<file path="src/rtl/rx_pkg.sv">
// Shared port definitions for the five-port receive arbiter.
// Latency and backpressure: none, types and helpers only.
package rx_pkg;

  localparam int NUM_PORTS = 5;

  typedef logic [2:0] port_idx_t;

  typedef enum logic [2:0] {
    PORT_N = 3'd0,
    PORT_E = 3'd1,
    PORT_S = 3'd2,
    PORT_W = 3'd3,
    PORT_L = 3'd4
  } port_name_t;

  // Cyclic successor: the last port wraps back to the first.
  function automatic port_idx_t next_port(input port_idx_t p);
    return (p == port_idx_t'(PORT_L)) ? port_idx_t'(PORT_N) : port_idx_t'(p + 3'd1);
  endfunction

endpackage

</file>
<file path="src/rtl/rr_pick.sv">
// Combinational cyclic search for the first pending port at or after ptr.
// Zero latency, no state, no backpressure.
module rr_pick
  import rx_pkg::*;
(
  input  logic [NUM_PORTS-1:0] pending,
  input  logic [2:0]           ptr,
  output logic                 any,
  output logic [2:0]           idx
);

  int        cand;
  port_idx_t cidx;

  // Walk from the farthest candidate back toward ptr so the nearest hit wins.
  always_comb begin
    any  = 1'b0;
    idx  = '0;
    cand = 0;
    cidx = '0;
    for (int i = NUM_PORTS - 1; i >= 0; i--) begin
      cand = int'(ptr) + i;
      if (cand >= NUM_PORTS) cand = cand - NUM_PORTS;
      cidx = port_idx_t'(cand);
      if (pending[cidx]) begin
        any = 1'b1;
        idx = cidx;
      end
    end
  end

endmodule

</file>
<file path="src/rtl/rx_rr_arbiter.sv">
// Round-robin merge of five two-phase senders into one FIFO write port; 1 cycle req-to-write,
// 3 with RX_ARB_SYNC_EN (2-flop req synchronizer); fifo_full holds every grant, nothing is dropped.
module rx_rr_arbiter
  import rx_pkg::*;
#(
  parameter int SIZE     = 8,
  parameter int PTR_INIT = 0
) (
  input  logic                      clk,
  input  logic                      reset,
  input  logic [NUM_PORTS-1:0]      fifo_push_req,
  output logic [NUM_PORTS-1:0]      fifo_push_ack,
  input  logic [NUM_PORTS*SIZE-1:0] fifo_push_data,
  input  logic                      fifo_full,
  output logic                      fifo_write,
  output logic [SIZE-1:0]           fifo_data_in,
  output logic [2:0]                grant_idx
);

  logic [NUM_PORTS-1:0] req_s;
  logic [NUM_PORTS-1:0] pending;
  port_idx_t            ptr;
  logic                 pick_any;
  port_idx_t            pick_idx;
  logic [SIZE-1:0]      pick_data;

`ifdef RX_ARB_SYNC_EN
  logic [NUM_PORTS-1:0] sync_q1;
  logic [NUM_PORTS-1:0] sync_q2;

  always_ff @(posedge clk or negedge reset) begin
    if (!reset) begin
      sync_q1 <= '0;
      sync_q2 <= '0;
    end else begin
      sync_q1 <= fifo_push_req;
      sync_q2 <= sync_q1;
    end
  end

  assign req_s = sync_q2;
`else
  assign req_s = fifo_push_req;
`endif

  // A sender has an item outstanding whenever its request and our ack levels differ.
  assign pending = req_s ^ fifo_push_ack;

  rr_pick u_pick (
    .pending (pending),
    .ptr     (ptr),
    .any     (pick_any),
    .idx     (pick_idx)
  );

  always_comb begin
    pick_data = '0;
    for (int k = 0; k < NUM_PORTS; k++) begin
      if (pick_idx == port_idx_t'(k)) pick_data = fifo_push_data[SIZE*k +: SIZE];
    end
  end

  always_ff @(posedge clk or negedge reset) begin
    if (!reset) begin
      fifo_push_ack <= '0;
      fifo_write    <= 1'b0;
      fifo_data_in  <= '0;
      grant_idx     <= '0;
      ptr           <= port_idx_t'(PTR_INIT);
    end else if (pick_any && !fifo_full) begin
      fifo_write    <= 1'b1;
      fifo_data_in  <= pick_data;
      grant_idx     <= pick_idx;
      fifo_push_ack <= fifo_push_ack ^ (NUM_PORTS'(1) << pick_idx);
      ptr           <= next_port(pick_idx);
    end else begin
      fifo_write    <= 1'b0;
    end
  end

endmodule

</file>
<file path="config.mk">
export PLATFORM = sky130hd
export DESIGN_NAME = rx_rr_arbiter
export DESIGN_NICKNAME = d
export VERILOG_FILES = /design/src/rtl/rx_pkg.sv /design/src/rtl/rr_pick.sv /design/src/rtl/rx_rr_arbiter.sv
export SDC_FILE = /design/constraint.sdc
export NUM_CORES = 1
export LEC_CHECK = 0
export ABC_AREA = 1
export BUFFER_PORTS_ARGS = -buffer_cell sky130_fd_sc_hd__buf_4
export CELL_PAD_IN_SITES_DETAIL_PLACEMENT = 1
export CELL_PAD_IN_SITES_GLOBAL_PLACEMENT = 1
export CORE_UTILIZATION = 39
export DETAILED_ROUTE_END_ITERATION = 12
export PLACE_DENSITY = 0.92
export SLEW_MARGIN = 20
export SYNTH_ARGS = -nofsm -noshare
export SYNTH_HDL_FRONTEND = slang
export SYNTH_SLANG_ARGS = --single-unit
</file>
<file path="constraint.sdc">
create_clock -name clk -period 8.6 [get_ports clk]
set_clock_uncertainty 0.1 [all_clocks]
set_input_delay 0.86 -clock clk [delete_from_list [all_inputs] [get_ports clk]]
set_output_delay 0.86 -clock clk [all_outputs]
set_load 0.05 [all_outputs]
</file>
# Yosys cells after proc, flatten, opt, wreduce, memory -nomap -nowiden
# Cells that the tools add are included.
# W data, S select, Z words.
[word_totals]
mem_bits_ro = 0
inputBits = 48
wordCells = 67
ramBits = 0
latch_bits = 0
mem_count = 0
reg_bits = 20
out_inout_bits = 17
[op_classes]
n_div = 0
order_cmp = 10
reduce_logical = 3
addsub = 10
n_eq_ne = 4
n_shift = 1
n_mux = 32
bitwise = 2
n_mul = 0
[ops]
columns = ["op", "n"]
rows = [
  ["$mux W8", 5],
  ["$mux W3", 11],
  ["$lt A3 B4 Y1 const B", 5],
  ["$ge A4 B3 Y1 const B", 4],
  ["$bmux W1 S3", 5],
  ["$sub A3 B3 Y3 const B", 5],
  ["$mux W1", 11],
  ["$xor A5 B5 Y5", 2],
  ["$add A3 B2 Y4 const B", 2],
  ["$eq A3 B2 Y1 const B", 2],
  ["$shl A1 B3 Y5 const A", 1],
  ["$add A3 B1 Y4 const B", 1],
  ["$add A3 B3 Y4 const B", 1],
  ["$add A3 B1 Y3 const B", 1],
  ["$eq A3 B1 Y1 const B", 1],
  ["$eq A3 B3 Y1 const B", 1],
  ["$ge A3 B3 Y1 const B", 1],
  ["$logic_not A3 Y1", 1],
  ["$logic_and A1 B1 Y1", 1],
  ["$logic_not A1 Y1", 1],
]

# Depth between registers and ports, before layout
# Gate-level depths: netlist of the first run.
[logic_depth]
ltp_word = 16
depth_mapped = 30
ltp_nobuf = 28

# Hierarchy
# Synthesis of the first run repeated with hierarchy kept, for this count alone.
[hier_totals]
hier_cells = 394
hier_area_um2 = 2404.8
[by_module_without_submodules]
columns = ["mod", "cells_per_inst", "area_per_inst_um2", "seq_area_each_um2", "instances"]
rows = [
  ["rx_rr_arbiter", 209, 1442.6, 500.5, 1],
  ["rr_pick", 185, 962.2, 0.0, 1],
]

# Worst setup path before layout of the first run
# No wires, ideal clock.
[synth_path]
path_type = "register to register"
start = "register ptr[0]"
end = "register fifo_data_in[7]"
period_less_slack_ns = 3.801
arrival_time_ns = 3.584
setup_slack_ns = 4.799
stages_incl_launch_ff = 28
required_ns = 8.382
setup_time_ns = 0.118
path_buffers = 2
cell_sequence = "dfrtp_1 > inv_2 > ha_1 > inv_1 > fa_1 > inv_2 > nand2_1 > o21ai_1 > nand2_1 > nand2_2 > nand2_1 > nand3_1 > nand2_2 > mux2i_4 > o21ai_0 > o211ai_1 > o21ai_0 > inv_1 > ha_1 > clkbuf_1 > clkbuf_1 > nor2_1 > nand3_1 > nand3_1 > nand2_1 > nand2_1 > nand2_1 > nand2_1"
[synth_via]
elab_chain_cells = 16
elab_cells_between_ends = 50
classes_between = "9 x add/sub; 5 x order compare; 4 x eq/ne; 30 x mux; 2 x reduce/logical"
[synth_rtl]
columns = ["element", "line_no", "text"]
rows = [
  ["start, declared", "rx_rr_arbiter.sv:22", "port_idx_t ptr;"],
  ["start signal, assigned", "rx_rr_arbiter.sv:69", "ptr <= port_idx_t'(PTR_INIT);"],
  ["start signal, assigned", "rx_rr_arbiter.sv:75", "ptr <= next_port(pick_idx);"],
  ["$add A3 B3 Y4", "rr_pick.sv:22", "cand = int'(ptr) + i;"],
  ["$ge A4 B3 Y1 or $sub A3 B3 Y3 (tied branches)", "rr_pick.sv:23", "if (cand >= NUM_PORTS) cand = cand - NUM_PORTS;"],
  ["$mux W3", "rr_pick.sv:23", ""],
  ["$bmux W1 S3", "rr_pick.sv:25", "if (pending[cidx]) begin"],
  ["$mux W1 (not written as such)", "rr_pick.sv:25", ""],
  ["$mux W3 (4 in a row)", "rr_pick.sv:25", ""],
  ["$mux W3 *", "rr_pick.sv:25", ""],
  ["net pick_idx[1]", "rx_rr_arbiter.sv:24", "port_idx_t pick_idx;"],
  ["$logic_not A3 Y1", "rx_rr_arbiter.sv:59", "if (pick_idx == port_idx_t'(k)) pick_data = fifo_push_data[SIZE*k +: SIZE];"],
  ["$mux W8 (4 in a row)", "rx_rr_arbiter.sv:59", ""],
  ["$mux W8 *", "rx_rr_arbiter.sv:59", ""],
  ["end signal, assigned", "rx_rr_arbiter.sv:72", "fifo_data_in <= pick_data;"],
  ["end, declared", "rx_rr_arbiter.sv:16", "output logic [SIZE-1:0] fifo_data_in,"],
]
# The timed path passes the listed nets; every way through them passes the cells marked *. The select of a mux whose other input is x is not followed.
# A chain may end at the register's enable or synchronous reset.

# Worst setup path in the final report of the first run
[layout_path]
start = "register ptr[0]"
end = "register fifo_data_in[6]"
# The elaborated chain is that of the path after synthesis.

==> impl_metrics.py, run 1 <==
metrics = {
    "status": {
        "status": "finished, final reports clean",
    },
    "timing": {
        "hold_violations": 0,
        "slew_violations": 0,
        "timing.slew.headroom_pct": 60.12,
        "fin_crit_sh_pct": 57.48,
        "tns_ns": 0,
        "max_freq_mhz": 202.3,
        "period_needed_ns": 4.943,
        "report.final.setup_viol": 0,
        "worstMarginPinSlew_ns": 0.5981,
        "rsz0062_at_grt": "no",
    },
    "logic_synthesis": {
        "syn-cell-area_um2": 2384,
        "ys_seq_elements": 20,
        "synth_flop_cell": "dfrtp_1",
        "syn_area_per_cell_um2": 6.127,
        "ys_top_cells_by_area": "dfrtp_1 21%, nand2_1 21%, nand3_1 12%",
        "yosysWarnings": 0,
        "synth_edf_count": 0,
        "synth_top_area_share_pct": 21.00,
        "synthCells": 389,
        "ys_seq_area_share_pct": 21.00,
        "yosysTopAreaCell": "dfrtp_1",
        "ys_async_sr_fraction_pct": 100.0,
        "synth_nets": 451,
        "synth_cell_types": 35,
    },
    "routing": {
        "wl_per_cell_um": 14.58,
        "vias": 2649,
        "drt_wl_total_um": 7565,
        "drc": 0,
        "ant_nets": 0,
        "dr.first_iter.drc_count": 78,
        "drtPass1Iterations": 4,
        "via_per_inst": 5.104,
    },
    "cts": {
        "post_cts_buffers": 0,
        "h-tree-depth": 1,
        "cts_tree": "yes",
        "clock_tree.buffer_depth": 2,
        "worstSkewPairLatency_ns": 0.26,
        "cts_made_buffers": 3,
        "cts_resized": 0,
        "cts.sinks": 20,
        "postCtsHoldBufs": 0,
        "root_buffer": "clkbuf_8",
        "clk_pin_slew_ns": 0.07,
    },
    "global_routing": {
        "globalRouteTotalUtil_pct": 24.69,
        "grt_max_degree": 30,
        "grt_pass1_wl_um": 12280,
        "antenna_found_initial": 0,
        "grt_pass1_vias": 2705,
        "overflow": 0,
    },
    "job": {
        "max-cap-violations": 0,
    },
    "setup_path": {
        "r2r_cells": 22,
        "worst_setup_path_start_kind": "register",
        "slowest_stage": "dfrtp_1",
        "worstPathRequired_ns": 8.66,
        "crit_type": "register to register",
        "path_delay_family": "compound AO/OA/AOI/OAI gates",
        "critPathArrivalTime_ns": 5.00,
        "reg2reg_to": "fifo_data_in[6]",
        "end_kind": "register",
        "rrSetupSlack_ns": 3.66,
        "path_buf_inv": 4,
        "r2r-start": "ptr[0]",
        "crit_cells": 22,
        "critical_path.startpoint": "ptr[0]",
        "cp_cell_sequence": "inv_2 > ha_1 > ha_1 > nand2_1 > nand2_1 > o21ai_0 > nand3_1 > nand3_1 > nand2_1 > inv_1 > o21ai_0 > nand3_1 > o21ai_0 > o211ai_1 > o21ai_0 > inv_1 > ha_1 > nand3_2 > o21ai_0 > inv_2 > nand2_1 > nand2_1",
        "max_stage_delay_ns": 0.72,
        "crit_end": "fifo_data_in[6]",
        "cp_max_fo": 17,
    },
    "floorplan": {
        "start_util_pct": 40.26,
        "core_um2": 5921,
        "num_rows": 28,
        "die_h_um": 80.18,
        "io_pins": 65,
        "die_w_um": 80.18,
        "dieArea_um2": 6428,
    },
    "final_layout": {
        "final_cell_mix": "132 x nand2_1, 64 x buf_4, 59 x inv_1",
        "final_common_cell": "nand2_1",
        "nets": 508,
        "fillers": 836,
        "area_delta_synth_final_pct": 21.94,
        "layout-drive-gt1-share_pct": 20.72,
        "num_antenna_cells": 0,
    },
    "placed_design": {
        "dp_hpwl_um": 6316,
        "gp_congestion": 0.9178,
        "port_buffers": 64,
    },
    "worst_hold_path": {
        "hold_class": "primary input to asynchronous set/reset pin",
    },
}
## per-layer routing
metal	GRT usage, %	routed length, um	up-vias
met3	2.386	243	11
met4	7.857	165	0
met5	0	0	-
met1	27.00	3030	1241
li1	-	-	1328
met2	48.97	4125	69
## Yosys cell counts (all sizes together) (3+ instances only)
library cell	count
nand2	139
inv	68
nand3	57
o21ai	32
dfrtp	20
nor2	18
ha	13
xnor2	10
buf	9
o211ai	5
clkbuf	3
xor2	3
## metrics by stage
stage / hold WS (ns) / setup WS [ns] / cells / cell area (um^2) / util, %
after detailed placement: 0.3792 / 3.648 / 516 / 2865 / 48.39
final: 0.3788 / 3.657 / 519 / 2907 / 49.09
after global placement: 0.3675 / 3.809 / 516 / 2865 / 48.39
after floorplan: 0.4644 / 4.799 / 389 / 2384 / -
after global routing: 0.3935 / 3.215 / 519 / 2907 / 49.09
after CTS: 0.3849 / 3.612 / 519 / 2907 / 49.09
## state kept, by name (all words and copies together), names as in the netlist
name,cells
fifo_data_in,8
fifo_push_ack,5
fifo_write,1
grant_idx,3
ptr,3
## worst min-delay path by stage
stage                             endpoint       startpoint  slack, ns
final                      fifo_data_in[5]            reset       0.38
after global routing            fifo_write            reset       0.39
after CTS                 fifo_push_ack[0]            reset       0.38
after detailed placement   fifo_data_in[7]  fifo_data_in[7]       0.38
after global placement     fifo_data_in[0]  fifo_data_in[0]       0.37
after floorplan            fifo_data_in[0]            reset       0.46
## logic make-up (layout without fill, tap and decap cells)
family | Yosys count | in the layout | share of synthesized area, %
buffers and inverters | 80 | 135 | 14.59
AO/OA/AOI/OAI | 44 | 44 | 11.50
AND/OR/NAND/NOR | 217 | 217 | 39.21
XOR/XNOR | 13 | 13 | 5.092
flip-flops | 20 | 20 | 21.00
adder cells (fa/ha/maj) | 14 | 14 | 7.664
multiplexers | 1 | 1 | 0.9448
## final cells by class
class | instances | area (um^2) | share of cell area, %
inverter | 68 | 255.2 | 8.782
multi-input combinational | 289 | 1535 | 52.82
tap | 75 | 93.84 | 3.229
clock buffer | 3 | 41.29 | 1.421
sequential | 20 | 500.5 | 17.22
timing repair buffer | 64 | 480.5 | 16.53
Power of run 1 is not shown: default switching activity piles up to over one toggle a cycle in this logic, so the estimate is an artifact.
==> inputs of run 2 (changes only) <==
--- a/config.mk
+++ b/config.mk
@@ -5,13 +5,13 @@
 export SDC_FILE = /design/constraint.sdc
 export NUM_CORES = 1
 export LEC_CHECK = 0
-export ABC_AREA = 1
+export ABC_AREA = 0
 export BUFFER_PORTS_ARGS = -buffer_cell sky130_fd_sc_hd__buf_4
 export CELL_PAD_IN_SITES_DETAIL_PLACEMENT = 1
 export CELL_PAD_IN_SITES_GLOBAL_PLACEMENT = 1
 export CORE_UTILIZATION = 39
 export DETAILED_ROUTE_END_ITERATION = 12
-export PLACE_DENSITY = 0.92
+export PLACE_DENSITY = 0.87
 export SLEW_MARGIN = 20
 export SYNTH_ARGS = -nofsm -noshare
 export SYNTH_HDL_FRONTEND = slang
==> constraint.sdc (replaced) <==
create_clock -name clk -period 4.9 [get_ports clk]
set_clock_uncertainty 0.1 [all_clocks]
set_input_delay 0.49 -clock clk [delete_from_list [all_inputs] [get_ports clk]]
set_output_delay 0.49 -clock clk [all_outputs]
set_load 0.05 [all_outputs]
==> impl_metrics.py, run 2 <==
metrics = {
    "floorplan": {
        "die_w_um": 79,
        "die_h_um": 79,
        "num_rows": 27,
        "start_util_pct": 41.23,
        "core_um2": 5608,
        "io_pins": 65,
        "dieArea_um2": 6241,
    },
    "timing": {
        "whs_ns": 0.00002182,
        "period_needed_ns": 4.660,
        "hold_violations": 0,
        "timing.slew.headroom_pct": 65.57,
        "fin_crit_sh_pct": 95.10,
        "slew_violations": 0,
        "max_freq_mhz": 214.6,
        "worstMarginPinSlew_ns": 0.5148,
        "report.final.setup_viol": 0,
    },
    "cts": {
        "root_buffer": "clkbuf_8",
        "postCtsHoldBufs": 0,
        "cts_tree": "yes",
        "cts.sinks": 20,
        "cts_made_buffers": 3,
        "worstSkewPairLatency_ns": 0.26,
        "clk_pin_slew_ns": 0.08,
        "h-tree-depth": 1,
        "clock_tree.buffer_depth": 2,
    },
    "placed_design": {
        "gp_congestion": 0.8758,
        "dp_hpwl_um": 6537,
        "placed_cells": 413,
        "port_buffers": 64,
    },
    "routing": {
        "drtPass1Iterations": 4,
        "drt_wl_total_um": 8653,
        "drc": 0,
        "via_per_inst": 6.021,
        "ant_nets": 0,
        "vias": 2535,
        "dr.first_iter.drc_count": 139,
        "wl_per_cell_um": 20.55,
    },
    "final_layout": {
        "largest_reg_flops": 8,
        "largest-register": "fifo_data_in",
        "reg_top3": "fifo_data_in x8, fifo_push_ack x5",
        "num_antenna_cells": 0,
        "nets": 412,
        "layout-drive-gt1-share_pct": 35.82,
        "final_cell_mix": "82 x buf_4, 35 x nand2_1, 19 x dfrtp_1",
        "instances_no_fill": 421,
        "final_common_cell": "buf_4",
        "area_delta_synth_final_pct": 29.17,
    },
    "logic_synthesis": {
        "ys_top_cells_by_count": "35 x nand2_1, 20 x dfrtp_1, 19 x o21ai_0",
        "synth_cell_types": 70,
        "ys_async_sr_fraction_pct": 100.0,
        "ys_top_cells_by_area": "dfrtp_1 22%, ha_1 7.0%, nand2_1 5.7%",
        "ys_seq_elements": 20,
        "ys_seq_area_share_pct": 21.65,
        "yosysWarnings": 0,
        "synth_nets": 341,
        "synth_most_common_cell": "nand2_1",
        "syn-cell-area_um2": 2312,
        "synth_flop_cell": "dfrtp_1",
        "synth_top_area_share_pct": 21.65,
        "synth_edf_count": 0,
        "synthCells": 279,
        "yosysTopAreaCell": "dfrtp_1",
        "syn_area_per_cell_um2": 8.288,
    },
    "setup_path": {
        "critPathArrivalTime_ns": 4.75,
        "worst_setup_path_start_kind": "register",
        "cp_max_fo": 10,
        "worstPathRequired_ns": 4.99,
        "crit_type": "register to register",
        "end_kind": "register",
    },
    "global_routing": {
        "grt_pass1_vias": 2745,
        "grt_max_degree": 23,
        "grt_pass1_wl_um": 13430,
        "overflow": 0,
        "globalRouteTotalUtil_pct": 27.88,
        "antenna_found_initial": 0,
    },
    "job": {
        "max-cap-violations": 0,
    },
    "status": {
        "status": "finished, final reports clean",
    },
    "worst_hold_path": {
        "hold_class": "primary input to asynchronous set/reset pin",
    },
}
==> run 2: cell types whose count changed after synthesis, moves of 4 or more <==
cell / before / now
nand2_1: 132 / 35
inv_1: 59 / 8
nand3_1: 56 / 7
a21oi_1: 0 / 13
nor3_1: 1 / 10
a221oi_2: 0 / 8
a22oi_1: 0 / 8
inv_2: 9 / 1
nor2b_1: 0 / 7
nand2_2: 7 / 3
o211ai_1: 5 / 1
o22ai_1: 1 / 5
==> run 2: cell type report <==
type                            count  area [um^2]
Inverter                           10        42.54
Tap cell                           72        90.09
Multi-Input combinational cell    233         1682
Fill cell                         694         2621
Sequential cell                    20        501.7
Timing Repair Buffer               82        615.6
Clock buffer                        4        55.05
==> run 2: stage by stage <==
stage	TNS [ns]	instance area [um^2]	worst slack, ns	utilization, %
5_1_grt	-0.1381	2987	-0.04563	53.26
3_3_place_gp	0	2884	0.2433	51.43
6_report	0	2987	0.2399	53.26
4_1_cts	0	2939	0.08089	52.41
2_1_floorplan	0	2312	0.3956	-
3_5_place_dp	0	2884	0.1398	51.43
==> run 2: what timing repair did <==
action                                 CTS  global route
setup endpoints to repair                0            10
gates resized for setup                  0             9
endpoints found under the hold margin    0             0
buffers inserted                         0             4
==> run 2: cells by family after synthesis <==
kind of cell	after synthesis	synth area share, %
xor gates and xnor gates	13	4.924
DFF	20	21.65
AOI/OAI and AO/OA	93	31.01
muxes	6	3.571
buffers and inverters	26	6.223
adders and majority gates	14	7.901
and+or+nand+nor	107	24.73
==> run 2: layer usage <==
metal / global-route usage [%] / vias to the layer above / wire, um
li1: - / 1164 / -
met1: 32.36 / 1252 / 3504
met2: 50.78 / 98 / 4529
met3: 4.253 / 21 / 422
met4: 11.09 / 0 / 196
met5: 0 / - / 0
==> run 2: final timing paths <==
path                                  from               to  slack [ns]  cells past startpoint
min in group clk           fifo_data_in[2]  fifo_data_in[2]        0.40                      2
max reg2reg                         ptr[0]  fifo_data_in[1]        0.24                     20
max in group asynchronous            reset           ptr[1]        4.47                      1
max                                 ptr[0]  fifo_data_in[1]        0.24                     20
min                                  reset       fifo_write     0.00002                      1
min reg2reg                fifo_data_in[2]  fifo_data_in[2]        0.40                      2
==> run 2: critical path, stage by stage (launching register included) <==
cell and delay [ns]:
dfrtp_1 0.41, inv_4 0.14, ha_2 0.27, inv_1 0.07
fa_1 0.45, or3_4 0.41, and2_4 0.18, a2111oi_4 0.41
a31oi_1 0.10, nand2_1 0.17, a21oi_1 0.08, o311ai_0 0.31
nand2b_1 0.17, inv_1 0.12, ha_1 0.22, nor2b_1 0.18
buf_4 0.18, a22oi_1 0.08, o21ai_0 0.26, a221oi_2 0.10
o21ai_1 0.15
Power of run 2 is left out for the same reason.
==> inputs of run 3 (changes only) <==
--- a/config.mk
+++ b/config.mk
@@ -10,9 +10,11 @@
 export CELL_PAD_IN_SITES_DETAIL_PLACEMENT = 1
 export CELL_PAD_IN_SITES_GLOBAL_PLACEMENT = 1
 export CORE_UTILIZATION = 39
+export CTS_CLUSTER_SIZE = 40
 export DETAILED_ROUTE_END_ITERATION = 12
-export PLACE_DENSITY = 0.87
+export PLACE_DENSITY = 0.86
 export SLEW_MARGIN = 20
 export SYNTH_ARGS = -nofsm -noshare
 export SYNTH_HDL_FRONTEND = slang
+export SYNTH_HIERARCHICAL = 1
 export SYNTH_SLANG_ARGS = --single-unit
==> impl_metrics.py, run 3 <==
metrics = {
    "cts": {
        "clk_pin_slew_ns": 0.08,
        "cts.sinks": 20,
        "clock_tree.buffer_depth": 2,
        "cts_made_buffers": 3,
        "h-tree-depth": 1,
        "postCtsHoldBufs": 0,
        "cts_tree": "yes",
        "root_buffer": "clkbuf_8",
        "worstSkewPairLatency_ns": 0.26,
    },
    "routing": {
        "drtPass1Iterations": 4,
        "wl_per_cell_um": 19.29,
        "drt_wl_total_um": 8123,
        "drc": 0,
        "via_per_inst": 5.995,
        "dr.first_iter.drc_count": 80,
        "ant_nets": 0,
        "vias": 2524,
    },
    "setup_path": {
        "worstPathRequired_ns": 4.98,
        "r2r_cells": 14,
        "cp_cell_sequence": "inv_1 > ha_1 > ha_1 > a21oi_2 > and3_1 > or4_4 > a21oi_2 > a211oi_1 > o211ai_1 > inv_1 > ha_1 > or2_1 > a221o_1 > a31oi_1",
        "path_buf_inv": 2,
        "slowest_stage": "dfrtp_1",
        "crit_type": "register to register",
        "end_kind": "register",
        "crit_cells": 14,
        "max_stage_delay_ns": 0.59,
        "critPathArrivalTime_ns": 4.72,
        "cp_max_fo": 11,
        "path_delay_family": "compound AO/OA/AOI/OAI gates",
        "worst_setup_path_start_kind": "register",
        "cp_common_cell": "ha_1",
    },
    "placed_design": {
        "gp_congestion": 0.9000,
        "port_buffers": 64,
        "dp_slack_ns": 0.2529,
        "dp_hpwl_um": 6247,
    },
    "logic_synthesis": {
        "yosysTopAreaCell": "dfrtp_1",
        "synth_cell_types": 65,
        "ys_seq_elements": 20,
        "synth-simple-area-share_pct": 22.73,
        "synth_top_area_share_pct": 21.10,
        "synth_mux_area_share_pct": 5.063,
        "syn_area_per_cell_um2": 8.266,
        "synthCells": 287,
        "synth_top_family_by_area": "compound AO/OA/AOI/OAI gates",
        "synth_most_common_cell": "nand2_1",
        "synth_nets": 350,
        "ys_async_sr_fraction_pct": 100.0,
        "synthXorXnorAreaFrac_pct": 5.854,
        "syn-cell-area_um2": 2372,
        "synth_flop_cell": "dfrtp_1",
        "synth-compound-area-share_pct": 29.22,
        "ys_top_cells_by_count": "33 x nand2_1, 20 x dfrtp_1, 18 x inv_1",
        "ys_seq_area_share_pct": 21.10,
        "yosysWarnings": 6,
        "synth_fa_ha_area_share_pct": 8.228,
        "synth_edf_count": 0,
        "ys_top_cells_by_area": "dfrtp_1 21%, ha_1 7.4%, nand2_1 5.2%",
    },
    "timing": {
        "rsz0062_at_grt": "no",
        "max_freq_mhz": 215.4,
        "worstMarginPinSlew_ns": 0.7632,
        "slew_violations": 0,
        "timing.slew.headroom_pct": 48.95,
        "hold_violations": 6,
        "whs_ns": -0.003751,
        "report.final.setup_viol": 0,
        "layout_setup_ws_ns": 0.2576,
        "tns_ns": 0,
        "period_needed_ns": 4.642,
        "fin_crit_sh_pct": 94.74,
    },
    "final_layout": {
        "largest_reg_flops": 8,
        "nets": 410,
        "largest-register": "fifo_data_in",
        "area_delta_synth_final_pct": 24.37,
        "seqCellArea_um2": 500.5,
        "num_antenna_cells": 0,
        "layout-drive-gt1-share_pct": 26.30,
        "final_cell_mix": "72 x buf_4, 33 x nand2_1, 20 x dfrtp_1",
        "fillers": 738,
        "utilization_pct": 50.13,
        "reg_top3": "fifo_data_in x8, fifo_push_ack x5",
        "final_common_cell": "buf_4",
        "multi_input_area_um2": 1689,
    },
    "floorplan": {
        "start_util_pct": 40.31,
        "io_pins": 65,
        "num_rows": 28,
        "core_um2": 5886,
        "dieArea_um2": 6398,
        "die_h_um": 79.99,
        "die_w_um": 79.99,
    },
    "status": {
        "status": "complete, but fails checks",
        "violations": "negative hold slack",
    },
    "global_routing": {
        "globalRouteTotalUtil_pct": 25.23,
        "antenna_found_initial": 0,
        "overflow": 0,
        "grt_pass1_vias": 2595,
        "grt_max_degree": 32,
        "grt_pass1_wl_um": 12480,
    },
    "worst_hold_path": {
        "hold_class": "primary input to asynchronous set/reset pin",
    },
    "job": {
        "max-cap-violations": 0,
    },
}
==> run 3: cell count changes after synthesis, moves of 8 or more <==
cell / before / now
a31oi_1: 2 / 10
o21ai_1: 12 / 3
nand3b_1: 0 / 9
inv_1: 8 / 18
a221o_1: 1 / 9
==> run 3: through the flow <==
step	instance area, um^2	std cells	hold WS [ns]
final	2950	421	-0.003751
after global routing	2950	421	0.007263
after CTS	2933	419	0.004698
after detailed placement	2878	415	0.2845
after global placement	2878	415	0.2797
after floorplan	2372	287	0.09441
==> run 3: area by class of cell <==
type / instances / area share [%]
Tap cell: 75 / 3.181
Timing Repair Buffer: 72 / 18.32
Multi-Input combinational cell: 231 / 57.25
Sequential cell: 20 / 16.96
Inverter: 19 / 2.417
Clock buffer: 4 / 1.866
==> run 3: repair_timing <==
action / 4_1_cts / 5_1_grt
endpoints found under the hold margin: 0 / 0
resized for setup: 0 / 1
setup buffers: 0 / 2
setup endpoints to repair: 0 / 7
==> run 3: layer usage <==
metal	global-route usage [%]	share of wire, %	vias up
met5	0	0	-
met4	12.32	3.6	0
met3	2.514	3.9	21
met2	46.58	51	87
met1	28.65	41	1240
li1	-	-	1176
==> run 3: path summary, 6_finish.rpt <==
| kind | from | to | slack [ns] |
|---|---|---|---|
| worst max-delay path | ptr[1] | fifo_data_in[5] | 0.26 |
| worst min-delay path | reset | fifo_data_in[2] | -0.004 |
| worst max register to register | ptr[1] | fifo_data_in[5] | 0.26 |
| worst min register to register | grant_idx[2] | grant_idx[2] | 0.41 |
| max in group asynchronous | reset | fifo_push_ack[4] | 4.49 |
| min in group clk | fifo_push_data[24] | fifo_data_in[0] | 0.40 |
==> run 3: worst register-to-register path: stages (launching register included) <==
cell,delay (ns)
dfrtp_1,0.59
inv_1,0.21
ha_1,0.26
ha_1,0.43
a21oi_2,0.12
and3_1,0.19
or4_4,0.53
a21oi_2,0.21
a211oi_1,0.11
o211ai_1,0.56
inv_1,0.15
ha_1,0.25
or2_1,0.33
a221o_1,0.33
a31oi_1,0.18
==> run 3: cells by family (layout without fill, tap and decap cells) <==
family | after synthesis | in the layout
AOI/OAI and AO/OA | 93 | 93
xor gates and xnor gates | 15 | 15
buffers and inverters | 36 | 95
and+or+nand+nor | 99 | 99
muxes | 9 | 9
DFF | 20 | 20
adders and majority gates | 15 | 15
Power of run 3 is left out for the same reason.
